$ cat config.mk
export PLATFORM = sky130hd
export DESIGN_NAME = seq_sub16_flat
export DESIGN_NICKNAME = d
export VERILOG_FILES = /design/src/rtl/seq_sub16_if.sv /design/src/rtl/seq_sub16.sv /design/src/flat_wrapper.sv
export SDC_FILE = /design/constraint.sdc
export NUM_CORES = 1
export LEC_CHECK = 0
export BUFFER_PORTS_ARGS = -buffer_cell sky130_fd_sc_hd__buf_4
export CORE_MARGIN = 2
export CORE_UTILIZATION = 43
export DETAILED_ROUTE_END_ITERATION = 12
export HOLD_SLACK_MARGIN = 0.08
export PLACE_DENSITY = 0.66
export SLEW_MARGIN = 20
export SYNTH_ARGS = -nofsm -noshare
export SYNTH_HDL_FRONTEND = slang
export SYNTH_SLANG_ARGS = --single-unit
$ cat constraint.sdc
create_clock -name clk -period 3.95 [get_ports clk]
set_input_delay 0.5925 -clock clk [delete_from_list [all_inputs] [get_ports clk]]
set_output_delay 0.5925 -clock clk [all_outputs]
set_load 0.01 [all_outputs]
$ cat src/rtl/seq_sub16_if.sv
// Handshake and operand/result bundle for seq_sub16.
// The master side requests subtractions and the slave side (the subtractor) returns results.
interface seq_sub16_if;
  logic        start;
  logic [15:0] A;
  logic [15:0] B;
  logic        bin;
  logic [15:0] D;
  logic        Bout;
  logic        Z;
  logic        V;
  logic        busy;
  logic        done;

  modport master (
    output start, A, B, bin,
    input  D, Bout, Z, V, busy, done
  );

  modport slave (
    input  start, A, B, bin,
    output D, Bout, Z, V, busy, done
  );
endinterface

$ cat src/rtl/seq_sub16.sv
// Multi-cycle 16-bit subtractor: D = A - B - bin computed as A + ~B + ~bin, SLICE_W bits per clock.
// Define SEQ_SUB16_OVF_EN to enable the signed-overflow output V; otherwise V stays 0.
module seq_sub16 #(
  parameter int SLICE_W = 4
) (
  input  logic clk,
  input  logic rst,
  seq_sub16_if.slave bus
);

  localparam int N     = 16 / SLICE_W;
  localparam int CNT_W = (N > 1) ? $clog2(N) : 1;

  typedef enum logic [1:0] {IDLE, RUN, DONE} state_t;

  state_t state_reg, state_next;

  logic [15:0]        op_a_reg, op_b_reg, res_reg, res_next;
  logic [15:0]        d_reg;
  logic               carry_reg, bout_reg, z_reg, v_reg;
  logic [CNT_W-1:0]   cnt_reg;
  logic               accept, last;
  logic [SLICE_W-1:0] a_slice, b_slice;
  logic [SLICE_W:0]   slice_sum;
  logic               v_next;

  assign last = (cnt_reg == CNT_W'(N - 1));

  always_ff @(posedge clk or posedge rst) begin
    if (rst) state_reg <= IDLE;
    else     state_reg <= state_next;
  end

  always_comb begin
    state_next = state_reg;
    accept     = 1'b0;
    case (state_reg)
      IDLE: begin
        if (bus.start) begin
          accept     = 1'b1;
          state_next = RUN;
        end
      end
      RUN: begin
        if (last) state_next = DONE;
      end
      DONE: begin
        if (bus.start) begin
          accept     = 1'b1;
          state_next = RUN;
        end else begin
          state_next = IDLE;
        end
      end
      default: state_next = IDLE;
    endcase
  end

  // One shared SLICE_W-bit adder; the counter selects which slice it works on.
  always_comb begin
    a_slice   = op_a_reg[32'(cnt_reg) * SLICE_W +: SLICE_W];
    b_slice   = op_b_reg[32'(cnt_reg) * SLICE_W +: SLICE_W];
    slice_sum = (SLICE_W + 1)'(a_slice) + (SLICE_W + 1)'(b_slice) + (SLICE_W + 1)'(carry_reg);
    res_next  = res_reg;
    res_next[32'(cnt_reg) * SLICE_W +: SLICE_W] = slice_sum[SLICE_W-1:0];
  end

`ifdef SEQ_SUB16_OVF_EN
  // Carry into bit 15 is recovered from the low SLICE_W-1 bits of the top slice.
  logic c_msb_in;
  generate
    if (SLICE_W == 1) begin : g_tap_w1
      assign c_msb_in = carry_reg;
    end else begin : g_tap_wn
      logic [SLICE_W-1:0] low_sum;
      assign low_sum  = SLICE_W'(a_slice[SLICE_W-2:0]) + SLICE_W'(b_slice[SLICE_W-2:0])
                      + SLICE_W'(carry_reg);
      assign c_msb_in = low_sum[SLICE_W-1];
    end
  endgenerate
  assign v_next = c_msb_in ^ slice_sum[SLICE_W];
`else
  assign v_next = 1'b0;
`endif

  always_ff @(posedge clk or posedge rst) begin
    if (rst) begin
      op_a_reg  <= '0;
      op_b_reg  <= '0;
      res_reg   <= '0;
      carry_reg <= 1'b0;
      cnt_reg   <= '0;
      d_reg     <= '0;
      bout_reg  <= 1'b0;
      z_reg     <= 1'b0;
      v_reg     <= 1'b0;
    end else if (accept) begin
      op_a_reg  <= bus.A;
      op_b_reg  <= ~bus.B;
      carry_reg <= ~bus.bin;
      cnt_reg   <= '0;
      res_reg   <= '0;
    end else if (state_reg == RUN) begin
      res_reg   <= res_next;
      carry_reg <= slice_sum[SLICE_W];
      cnt_reg   <= cnt_reg + 1'b1;
      if (last) begin
        d_reg    <= res_next;
        bout_reg <= ~slice_sum[SLICE_W];
        z_reg    <= (res_next == 16'h0000);
        v_reg    <= v_next;
      end
    end
  end

  assign bus.D    = d_reg;
  assign bus.Bout = bout_reg;
  assign bus.Z    = z_reg;
  assign bus.V    = v_reg;
  assign bus.busy = (state_reg == RUN);
  assign bus.done = (state_reg == DONE);

endmodule

$ cat src/flat_wrapper.sv
// flat-port wrapper written by rule: the top's interface ports become plain ports
module seq_sub16_flat 
#(
  parameter int SLICE_W = 4
)
  (clk, rst, bus_start, bus_A, bus_B, bus_bin, bus_D, bus_Bout, bus_Z, bus_V, bus_busy, bus_done);
  seq_sub16_if bus_i ();
  input  logic clk;
  input  logic rst;
  input wire logic [$bits(bus_i.start)-1:0] bus_start;
  input wire logic [$bits(bus_i.A)-1:0] bus_A;
  input wire logic [$bits(bus_i.B)-1:0] bus_B;
  input wire logic [$bits(bus_i.bin)-1:0] bus_bin;
  output wire logic [$bits(bus_i.D)-1:0] bus_D;
  output wire logic [$bits(bus_i.Bout)-1:0] bus_Bout;
  output wire logic [$bits(bus_i.Z)-1:0] bus_Z;
  output wire logic [$bits(bus_i.V)-1:0] bus_V;
  output wire logic [$bits(bus_i.busy)-1:0] bus_busy;
  output wire logic [$bits(bus_i.done)-1:0] bus_done;
  assign bus_i.start = bus_start;
  assign bus_i.A = bus_A;
  assign bus_i.B = bus_B;
  assign bus_i.bin = bus_bin;
  assign bus_D = bus_i.D;
  assign bus_Bout = bus_i.Bout;
  assign bus_Z = bus_i.Z;
  assign bus_V = bus_i.V;
  assign bus_busy = bus_i.busy;
  assign bus_done = bus_i.done;
  seq_sub16 #(.SLICE_W(SLICE_W)) u_core (.clk(clk), .rst(rst), .bus(bus_i));
endmodule
== Yosys cells after proc, flatten, opt, wreduce, memory -nomap -nowiden ==
Index checks and enable logic that the tools add are counted.
Storage, ports and cells
  bits in registers: 71
  bits in read-only memories: 0
  bits of input ports: 36
  output and inout port bits: 21
  word-level logic and storage cells: 45
  memories: 0
  bits in latches: 0
  bits in writable memories: 0
Operators by class
  order comparisons: 0
  shifts and indexed selects: 4
  multiplexer cells: 13
  reduce and logical (&&, ||, !) cells: 6
  bitwise logic cells: 4
  $mul: 0
  div/mod/pow operators: 0
  $add $sub $neg: 4
  eq/ne operators: 5
Operator list (number)
  4-bit negation with 34-bit output: 1
  4-bit by 34-bit variable shift with 16-bit output (first input constant): 1
  4-bit by 34-bit indexed part select with 16-bit output: 1
  16-bit 2-to-1 mux: 2
  16-bit by 5-bit indexed part select with 4-bit output: 2
  16-bit bitwise mux: 1
  16-bit zero test: 1
  16-bit NOT: 1
  2-bit 2-to-1 mux: 4
  2-bit case mux with 3 select lines: 1
  4-bit by 4-bit adder with 5-bit output: 1
  5-bit by 1-bit adder with 5-bit output: 1
  1-bit 2-to-1 mux: 5
  2-bit == test (second input constant): 2
  1-bit NOT: 3
  3-bit AND reduction: 1
  2-bit by 1-bit adder with 2-bit output (second input constant): 1
  2-bit by 1-bit == test with 1-bit output (second input constant): 1
  2-bit zero test: 1
  2-bit by 1-bit inequality test with 1-bit output (second input constant): 1
  2-bit inequality test (second input constant): 1
  2-bit AND reduction: 1
  2-bit nonzero test: 1
  2-bit OR reduction: 1

== Depth between registers and ports, before layout ==
Gate-level depths: netlist (run 1).
  depth in word-level cells: 7
  mapped depth: 10
  mapped depth without buffers: 8

== Worst setup path after synthesis (run 1) ==
No wires, ideal clock.
  kind: register -> register
  start point: register u_core.cnt_reg[0]
  end point: register u_core.z_reg, in the netlist u_core.bus.Z
  cell stages (with the launch flop): 11
  buffers on the path: 2
  required time: 3814 ps
  clock period less this slack: 2902 ps
  library setup time: 136 ps
  data arrival time: 2766 ps
  path slack: 1048 ps
  cell sequence: dfrtp_1 > buf_2 > buf_2 > mux4_2 > fa_1 > inv_1 > fa_1 > nand2b_1 > a21oi_1 > o2111ai_1 > o31ai_2
On the way
  word-level cells in the longest chain between the ends: 6
  elaborated cells on any way between the ends: 11
  those cells by class: 3 x add/sub; 1 x eq/ne; 4 x shift; 1 x mux; 2 x reduce/logical
RTL lines
  start, declared: RTL line seq_sub16.sv:21  | logic [CNT_W-1:0] cnt_reg;
  start signal, assigned: RTL line seq_sub16.sv:106  | cnt_reg <= cnt_reg + 1'b1;
  16-bit by 5-bit indexed part select with 4-bit output (on tied branches): RTL line seq_sub16.sv:61, seq_sub16.sv:62
  4-bit by 4-bit adder with 5-bit output: RTL line seq_sub16.sv:63  | slice_sum = (SLICE_W + 1)'(a_slice) + (SLICE_W + 1)'(b_slice) + (SLICE_W + 1)'(carry_reg);
  5-bit by 1-bit adder with 5-bit output: RTL line seq_sub16.sv:63
  4-bit by 34-bit indexed part select with 16-bit output: RTL line seq_sub16.sv:65  | res_next[32'(cnt_reg) * SLICE_W +: SLICE_W] = slice_sum[SLICE_W-1:0];
  16-bit bitwise mux: RTL line seq_sub16.sv:65
  16-bit zero test: RTL line seq_sub16.sv:110  | z_reg <= (res_next == 16'h0000);
  end signal, assigned: RTL line seq_sub16.sv:110
  end, declared: RTL line seq_sub16.sv:20  | logic carry_reg, bout_reg, z_reg, v_reg;
Several ways; a longest one is shown, not always the timed one.
A chain may end at the register's enable or synchronous reset.

== Final worst setup path (run 1) ==
Same ends and word-level chain as after synthesis.

==> results of run 1 <==
-- path summary, 6_finish.rpt --
check	slack, ns	from	cells past startpoint	end
worst max-delay path	1.02	u_core.cnt_reg[0]	8	u_core.bus.Z
worst min-delay path	0.40	rst	2	u_core.bus.D[1]
worst max register to register	1.02	u_core.cnt_reg[0]	8	u_core.bus.Z
worst min register to register	0.48	u_core.op_a_reg[14]	2	u_core.op_a_reg[14]
max in group asynchronous	2.64	rst	3	u_core.op_a_reg[13]
min in group clk	0.40	bus_B[7]	2	u_core.op_b_reg[7]
-- cell type report --
class | instances | area [sq um] | share of cell area [%]
multi-input cells | 220 | 1461 | 35.74
clock inverters | 6 | 45.04 | 1.102
inverters | 20 | 75.07 | 1.836
repair buffers | 62 | 465.4 | 11.38
clock buffers | 10 | 137.6 | 3.366
well taps | 102 | 127.6 | 3.121
flip-flops and latches | 71 | 1777 | 43.45
-- cell families (layout without fill, tap and decap cells) --
| family | count (synthesis) | in the layout | synth area share (%) |
|---|---|---|---|
| xor gates and xnor gates | 3 | 3 | 0.7722 |
| adders and majority gates | 11 | 11 | 4.485 |
| muxes | 9 | 9 | 5.625 |
| DFF | 71 | 71 | 52.21 |
| other | 1 | 1 | 0.1102 |
| AOI/OAI and AO/OA | 85 | 85 | 17.21 |
| buffers and inverters | 42 | 98 | 4.926 |
| and+or+nand+nor | 111 | 111 | 14.67 |
-- metal layers --
metal	vias up	track usage [%]	wire [microns]
met3	15	6.103	378
met2	78	32.25	3704
met5	-	0	0
li1	1273	-	-
met4	0	7.598	150
met1	1240	24.79	3230
-- power by group --
| group | leakage (nW) | internal [mW] | switching, mW | total (mW) |
|---|---|---|---|---|
| clock | 0.0849 | 0.247 | 0.285 | 0.532 |
| sequential | 0.923 | 1.03 | 0.223 | 1.25 |
| combinational | 0.933 | 0.871 | 1.17 | 2.04 |
-- through the flow --
| stage | setup WS (ns) | instances | total power [mW] | hold WS, ns |
|---|---|---|---|---|
| finish | 1.018 | 491 | 3.825 | 0.3986 |
| global route | 0.7920 | 491 | 4.185 | 0.3831 |
| floorplan | 1.048 | 333 | 2.711 | 0.4403 |
| global placement | 1.084 | 475 | 3.244 | 0.4543 |
| CTS | 0.9958 | 491 | 3.848 | 0.3903 |
| detailed placement | 1.002 | 475 | 3.311 | 0.4632 |
-- synthesized netlist by cell type, types with 3 or more instances --
cell        n
a21oi_1     9
a22o_1      9
a22oi_1     7
a2bb2oi_1   3
a32o_1      8
buf_2       5
clkbuf_1   15
dfrtp_1    71
ha_1        9
inv_1      17
inv_2       3
mux4_2      8
nand2_1    83
nand2b_1    3
nand3b_1    3
nor2_1      5
nor2b_1     4
nor4bb_1    3
o21ai_1    34
o32a_1      4
or4_1       3
-- worst max-delay path, cell delays in order, from the launching register on --
cell       delay [ns]
dfrtp_1          0.63
mux4_2           0.58
fa_1             0.45
inv_1            0.09
fa_1             0.23
xnor2_1          0.34
a21oi_1          0.14
o2111ai_1        0.26
o31ai_2          0.08
==> metrics.txt, run 1 <==
ANT nets after route 0; Yosys warning total 0; Synth Flop Type dfrtp_1; I/O Buffers 55; clock tree buffer depth 2; Clock Skew about 0.0097 ns; Synth Instances approximately 330; Slew Limit Fails 0; Ant. Diodes 0; row count 32; Synth Cell Area approximately 0.0034 sq mm; post-synth top area share between 50% and 60%; H-Tree Depth 3; leakage power 1.941 nW; Die Y-Extent slightly above 90 microns; CP Max Fanout 8; postcts setup bufs 0; gr usage total ~20%; initial DRC count ~140; setup violators final 0; asr flop ratio synth 100.0%; Final min period between 2 and 3 ns; initial antenna violation count 0; CP Capture Type flip-flop; final hold viol count 0; Hold-fix buffers, CTS 0; status finished, final reports clean; number of library cell types mapped by synthesis 45; Post-Route WL about 7.5 mm; Required @ worst endpoint about 4.2 ns; IO Pins 57; IR drop worst, VDD slightly above 500 uV; drt drc 0; Area contributors post-synth dfrtp_1 (52%), nand2_1 (9.2%), mux4_2 (5.3%), o21ai_1 (5.0%), ha_1 (3.3%); power per cell area a little over 900 mW/mm^2; Root Buffer clkbuf_8; #FFs+latches synth between 70 and 80; number of synthesized flops with an enable pin 0; Via-to-Cell Ratio around 5.3; Initial Utilization 44.27%; post-CTS sizing 0; CTS tree done; vias in the first global route 2691; area post-placement just under 0.004 sq mm; DPL Wire Length between 5 and 6 mm; total CTS buffers 9; Worst-Skew Late Latency between 0.3 and 0.4 ns; wire length per cell ~15 microns; via count between 2000 and 3000; Die W around 93 microns; Routability Congestion 0.8440; cell area after layout between 0.004 and 0.005 sq mm; syn nets 380; CTS clock-pin slew for the worst setup and hold paths 0.08 ns; crit path kind reg2reg; RSZ-0062 raised after global routing no; Worst-Margin Slew 0.8891 ns; grt total ovfl 0; most frequent cells in the layout nand2_1 (83), dfrtp_1 (71), buf_4 (62), o21ai_1 (34), inv_1 (16); period utilization about 74%; layout cells sized above 1 23.91%; max_cap viols 0; post-layout util between 50% and 60%; Pre-Repair DR Iteration Count 4; Mean Syn Cell Area 10.22 sq um; Area growth, synth to finish 20.15%; Synth area leader dfrtp_1; fillers between 700 and 800; Hold WC Path Type in2async; first-pass GRT wire length about 13 mm; crit path DAT 3.15 ns; setup_tns 0 ns; pin count of the biggest net entering global routing 51; core area between 0.007 and 0.008 sq mm; Rel. slew slack between 40% and 50%; commonest non-fill, non-tap cell in the layout nand2_1; CP Launch Type flip-flop; Max Clk Rate roughly 340 MHz; nets ~430; DIE AREA between 0.008 and 0.009 sq mm; Seq/Total Area, Yosys 52.21%; CTS sink count 71
Note: power is estimated with default switching activity, not from simulation.
==> inputs of run 2 (changes only) <==
- clock period: 3.95 -> 2.75 ns (I/O delays scaled with it)
==> run 2 against run 1 <==
  * Maximum frequency grew 9.8%
  * Global-route usage is essentially flat
  * Via count grew 0.15%
  * Critical path depth is the same
  * Setup slack lost 0.94 ns
  * Largest power group unchanged
==> metrics.txt, run 2 (synthesis gave the netlist of run 1 again) <==
vias in the first global route approximately 2700; Hold WC Path Type in2async; M3 GR Usage roughly 4.1%; Die W a little over 90 microns; Initial Utilization between 40% and 50%; Clock Skew between 0.01 and 0.015 ns; layout cells sized above 1 between 20 and 30%; setup violators final 0; row count 32; fin cells between 400 and 500; combinational power share between 50 and 60%; pin count of the biggest net entering global routing between 50 and 60; final hold viol count 0; CP max stage cell mux4_2; Max stage delay on crit path roughly 0.54 ns; Die Y-Extent roughly 93 microns; CP delay by family, top adder cells; Placed Cells 480; nets ~440; CTS tree done; Design Power approximately 6 mW; clock share of power around 17%; crit path kind reg2reg; post-CTS sizing 2; leakage power 1.993 nW; switching power approximately 2.5 mW; Via-to-Cell Ratio 5.262; Reg power frac 29.9%; Post-Route WL just under 8 mm; setup_tns 0 ns; CTS clock-pin slew for the worst setup and hold paths 0.08 ns; core area 0.007687 sq mm; drt drc 0; Hold-fix buffers, CTS 0; Worst-Margin Slew between 0.8 and 0.9 ns; Routability Congestion between 0.8 and 0.9; met1 usage 24.21%; initial antenna violation count 0; H-Tree Depth 3; Area growth, synth to finish 23.38%; status finished, final reports clean; wire length per cell 15.79 microns; IO Pins 57; switching share of total power about two fifths; I/O Buffers 55; first-pass GRT wire length roughly 13 mm; postcts setup bufs 0; Ant. Diodes 0; gr usage total between 10% and 20%; CP Capture Type flip-flop; Pint about 3.5 mW; CP Max Fanout 6; commonest non-fill, non-tap cell in the layout nand2_1; Slew Limit Fails 0; grt peak-use layer met2; RSZ-0062 raised after global routing no; power per cell area roughly 1400 mW/mm^2; via count 2610; clock tree buffer depth 2; DPL Wire Length approximately 5.6 mm; total CTS buffers 9; IR drop worst, VDD between 600 and 700 uV; ANT nets after route 0; Global Route met2 Usage about a third; DIE AREA 0.008642 sq mm; crit path DAT slightly below 3 ns; Final min period between 2 and 3 ns; WP depth 8; WP buf/inv 1; Max Clk Rate ~370 MHz; Rel. slew slack a little over two fifths; Pre-Repair DR Iteration Count 9; initial DRC count 133; Root Buffer clkbuf_8; max_cap viols 0; grt total ovfl 0; most frequent cells in the layout nand2_1 (83), dfrtp_1 (70), buf_4 (67), o21ai_1 (34), inv_1 (16); CTS sink count just over 70; worst path cell trace mux4_2 > fa_1 > inv_1 > fa_2 > nand2b_1 > a21oi_1 > o2111ai_1 > o31ai_2; Worst-Skew Late Latency between 0.3 and 0.4 ns; CP Launch Type flip-flop; period utilization a little over nine tenths; Required @ worst endpoint ~3 ns; R2R depth 8
==> run 2: changes by cell type in the layout (fill, tap and decap cells not counted), moves of 2 or more <==
cell / change
clkbuf_1: +2
buf_4: +5
bufinv_16: +3
clkinvlp_4: -2
==> run 2: metal layers <==
layer  wire [microns]  up-vias
met4              200        0
met2             3883       75
met5                0        -
met1             3331     1247
met3              417       15
li1                 -     1273
==> run 2: tightest hold or removal path, delay by kind of cell <==
kind,cells,cell delay (ns)
buf+inv,3,0.52
==> run 2: path summary, 6_finish.rpt <==
| kind | startpoint | to | slack [ns] |
|---|---|---|---|
| min in group clk | bus_B[7] | u_core.op_b_reg[7] | 0.23 |
| setup / recovery | u_core.cnt_reg[0] | u_core.bus.Z | 0.08 |
| setup reg to reg | u_core.cnt_reg[0] | u_core.bus.Z | 0.08 |
| hold / removal | rst | u_core.bus.D[14] | 0.16 |
| hold reg to reg | u_core.op_a_reg[12] | u_core.op_a_reg[12] | 0.49 |
| max in group asynchronous | rst | u_core.op_a_reg[4] | 2.23 |
==> run 2: through the flow <==
step / area [sq um] / hold WS (ns) / utilization [%] / worst slack, ns
final: 4199 / 0.1583 / 54.62 / 0.08073
after global routing: 4199 / 0.1848 / 54.62 / 0.009559
after CTS: 4189 / 0.1664 / 54.49 / 0.0001503
after detailed placement: 3946 / 0.4680 / 51.33 / 0.01156
after global placement: 3946 / 0.4561 / 51.33 / 0.1325
after floorplan: 3415 / 0.4403 / - / 0.007113
==> run 2: cell type report <==
cell class / count / area, sq um
Fill cell: 727 / 3488
Sequential cell: 71 / 1778
Inverter: 20 / 75.07
Tap cell: 102 / 127.6
Multi-Input combinational cell: 220 / 1478
Clock buffer: 11 / 131.4
Timing Repair Buffer: 67 / 503.0
Clock inverter: 5 / 106.4
==> run 2: power by group through the flow <==
| stage | clock network, mW | logic (mW) | registers [mW] |
|---|---|---|---|
| after floorplan | 0 | 2.19 | 1.73 |
| after global placement | 0 | 3.02 | 1.80 |
| after detailed placement | 0 | 3.11 | 1.81 |
| after CTS | 1.02 | 3.15 | 1.79 |
| after global routing | 1.07 | 3.51 | 1.84 |
| final | 1.01 | 3.19 | 1.79 |
==> inputs of run 3 (changes only) <==
- CAP_MARGIN: default -> 20
- CORE_MARGIN: 2 -> default
==> run 3 against run 2 <==
  * Utilization shrank 0.60 points
  * Register-to-register slack gained 0.07 ns
  * Setup slack gained 0.065 ns
  * Total power shrank 3.4%
  * Combinational power is essentially flat
  * Non-clock buffer count grew 1
==> metrics.txt, run 3 (synthesis gave the netlist of run 1 again) <==
Initial Utilization between 40% and 50%; Pre-Repair DR Iteration Count 4; gr usage total about a fifth; post-route setup slack around 0.15 ns; most frequent cells in the layout nand2_1 (83), dfrtp_1 (70), buf_4 (67), o21ai_1 (34), inv_1 (16); nets between 400 and 500; Area growth, synth to finish 22.02%; Clock Skew between 0.01 and 0.015 ns; CTS sink count 71; CP Capture Type flip-flop; fillers around 720; setup violators final 0; Routability Congestion between 0.8 and 0.9; CP Launch Type flip-flop; commonest non-fill, non-tap cell in the layout nand2_1; first-pass GRT wire length ~13 mm; drt drc 0; flop2flop setup slack ~0.15 ns; crit path kind reg2reg; Ant. Diodes 0; max_cap viols 0; H-Tree Depth 3; Max Clk Rate 384.0 MHz; WP buf/inv 1; Slew Limit Fails 0; Post-Route WL 7.768 mm; wire length per cell approximately 16 microns; via count between 2000 and 3000; R2R depth 8; CP max stage cell mux4_2; Worst-Margin Slew 0.8941 ns; CP Max Fanout 6; grt total ovfl 0; initial antenna violation count 0; vias in the first global route around 2700; RSZ-0062 raised after global routing no; I/O Buffers 55; final hold viol count 0; worst path cell trace mux4_2 > fa_1 > inv_1 > fa_2 > nand2b_1 > a21oi_1 > o2111ai_1 > o31ai_2; Required @ worst endpoint about 3.0 ns; IO Pins 57; crit path DAT about 2.8 ns; DPL Wire Length ~5.8 mm; Final min period about 2.6 ns; row count 32; pin count of the biggest net entering global routing 51; Reg-to-Reg End u_core.bus.Z; Via-to-Cell Ratio approximately 5.4; core area 0.007687 sq mm; Hold WC Path Type in2reg; total CTS buffers 9; Die W 90.97 microns; period utilization 94.69%; power per cell area approximately 1400 mW/mm^2; ANT nets after route 0; DIE AREA approximately 0.0083 sq mm; clock tree buffer depth 2; WHS Path Cells 2; Rel. slew slack about two fifths; Root Buffer clkbuf_8; post-layout util between 50 and 60%; hold endpoint u_core.op_b_reg[7]; initial DRC count 119; CTS clock-pin slew for the worst setup and hold paths roughly 0.080 ns; R2R Path Start u_core.cnt_reg[0]; Worst-Skew Late Latency around 0.35 ns; setup_tns 0 ns; Die Y-Extent 90.97 microns; Max stage delay on crit path 0.53 ns; leakage power 1.972 nW; layout cells sized above 1 around a quarter; worst hold slack between 0.2 and 0.25 ns; status finished, final reports clean; Design Power 5.788 mW; CP delay by family, top adder cells; IR drop worst, VDD slightly above 600 uV; CTS tree done; pre-CTS setup slack 0.05173 ns; Hold Startpoint bus_B[7]
-- run 3: worst register-to-register path, cell delays in order (launching register included) --
cell and delay (ns):
dfrtp_2 0.43, mux4_2 0.53, fa_1 0.44, inv_1 0.09
fa_2 0.50, nand2b_1 0.12, a21oi_1 0.05, o2111ai_1 0.24
o31ai_2 0.08
-- run 3: power breakdown --
group | switching (mW) | total, mW | leakage (nW) | internal (mW)
registers | 0.309 | 1.79 | 0.922 | 1.48
logic | 1.80 | 3.19 | 0.961 | 1.39
clock network | 0.392 | 0.807 | 0.0888 | 0.416
total | 2.50 | 5.79 | 1.97 | 3.29
-- run 3: worst max-delay path by stage --
stage	slack, ns	cells past startpoint	endpoint	startpoint
final	0.15	8	u_core.bus.Z	u_core.cnt_reg[0]
after global routing	0.01	8	u_core.bus.Z	u_core.cnt_reg[0]
after global placement	0.12	7	u_core.bus.Z	u_core.cnt_reg[0]
after floorplan	0.007	10	u_core.bus.Z	u_core.cnt_reg[0]
after CTS	0.05	7	u_core.bus.Z	u_core.cnt_reg[0]
after detailed placement	0.05	6	u_core.res_reg[1]	u_core.cnt_reg[0]
-- run 3: repair_timing --
item	4_1_cts	5_1_grt
resized for setup	0	5
setup endpoints to repair	0	9
hold endpoints to repair	15	0
buffers inserted	0	0
hold buffers	1	0
-- run 3: area by class of cell --
class	count	area (sq um)	share of cell area, %
Clock inverter	5	58.81	1.416
Clock buffer	10	127.6	3.073
Timing Repair Buffer	68	513.0	12.35
Sequential cell	71	1778	42.81
Multi-Input combinational cell	220	1473	35.46
Tap cell	102	127.6	3.073
Inverter	20	75.07	1.808
-- run 3: per-stage QoR --
step,cell area [sq um],std cells
2_1_floorplan,3415,333
3_3_place_gp,3946,480
3_5_place_dp,3946,480
4_1_cts,4143,496
5_1_grt,4153,496
6_report,4153,496
-- run 3: per-layer routing --
| metal | vias to the layer above | wire [microns] | track usage [%] |
|---|---|---|---|
| met3 | 24 | 301 | 3.685 |
| li1 | 1282 | - | - |
| met2 | 83 | 3821 | 34.91 |
| met1 | 1267 | 3371 | 24.89 |
| met5 | - | 0 | 0 |
| met4 | 0 | 274 | 10.19 |
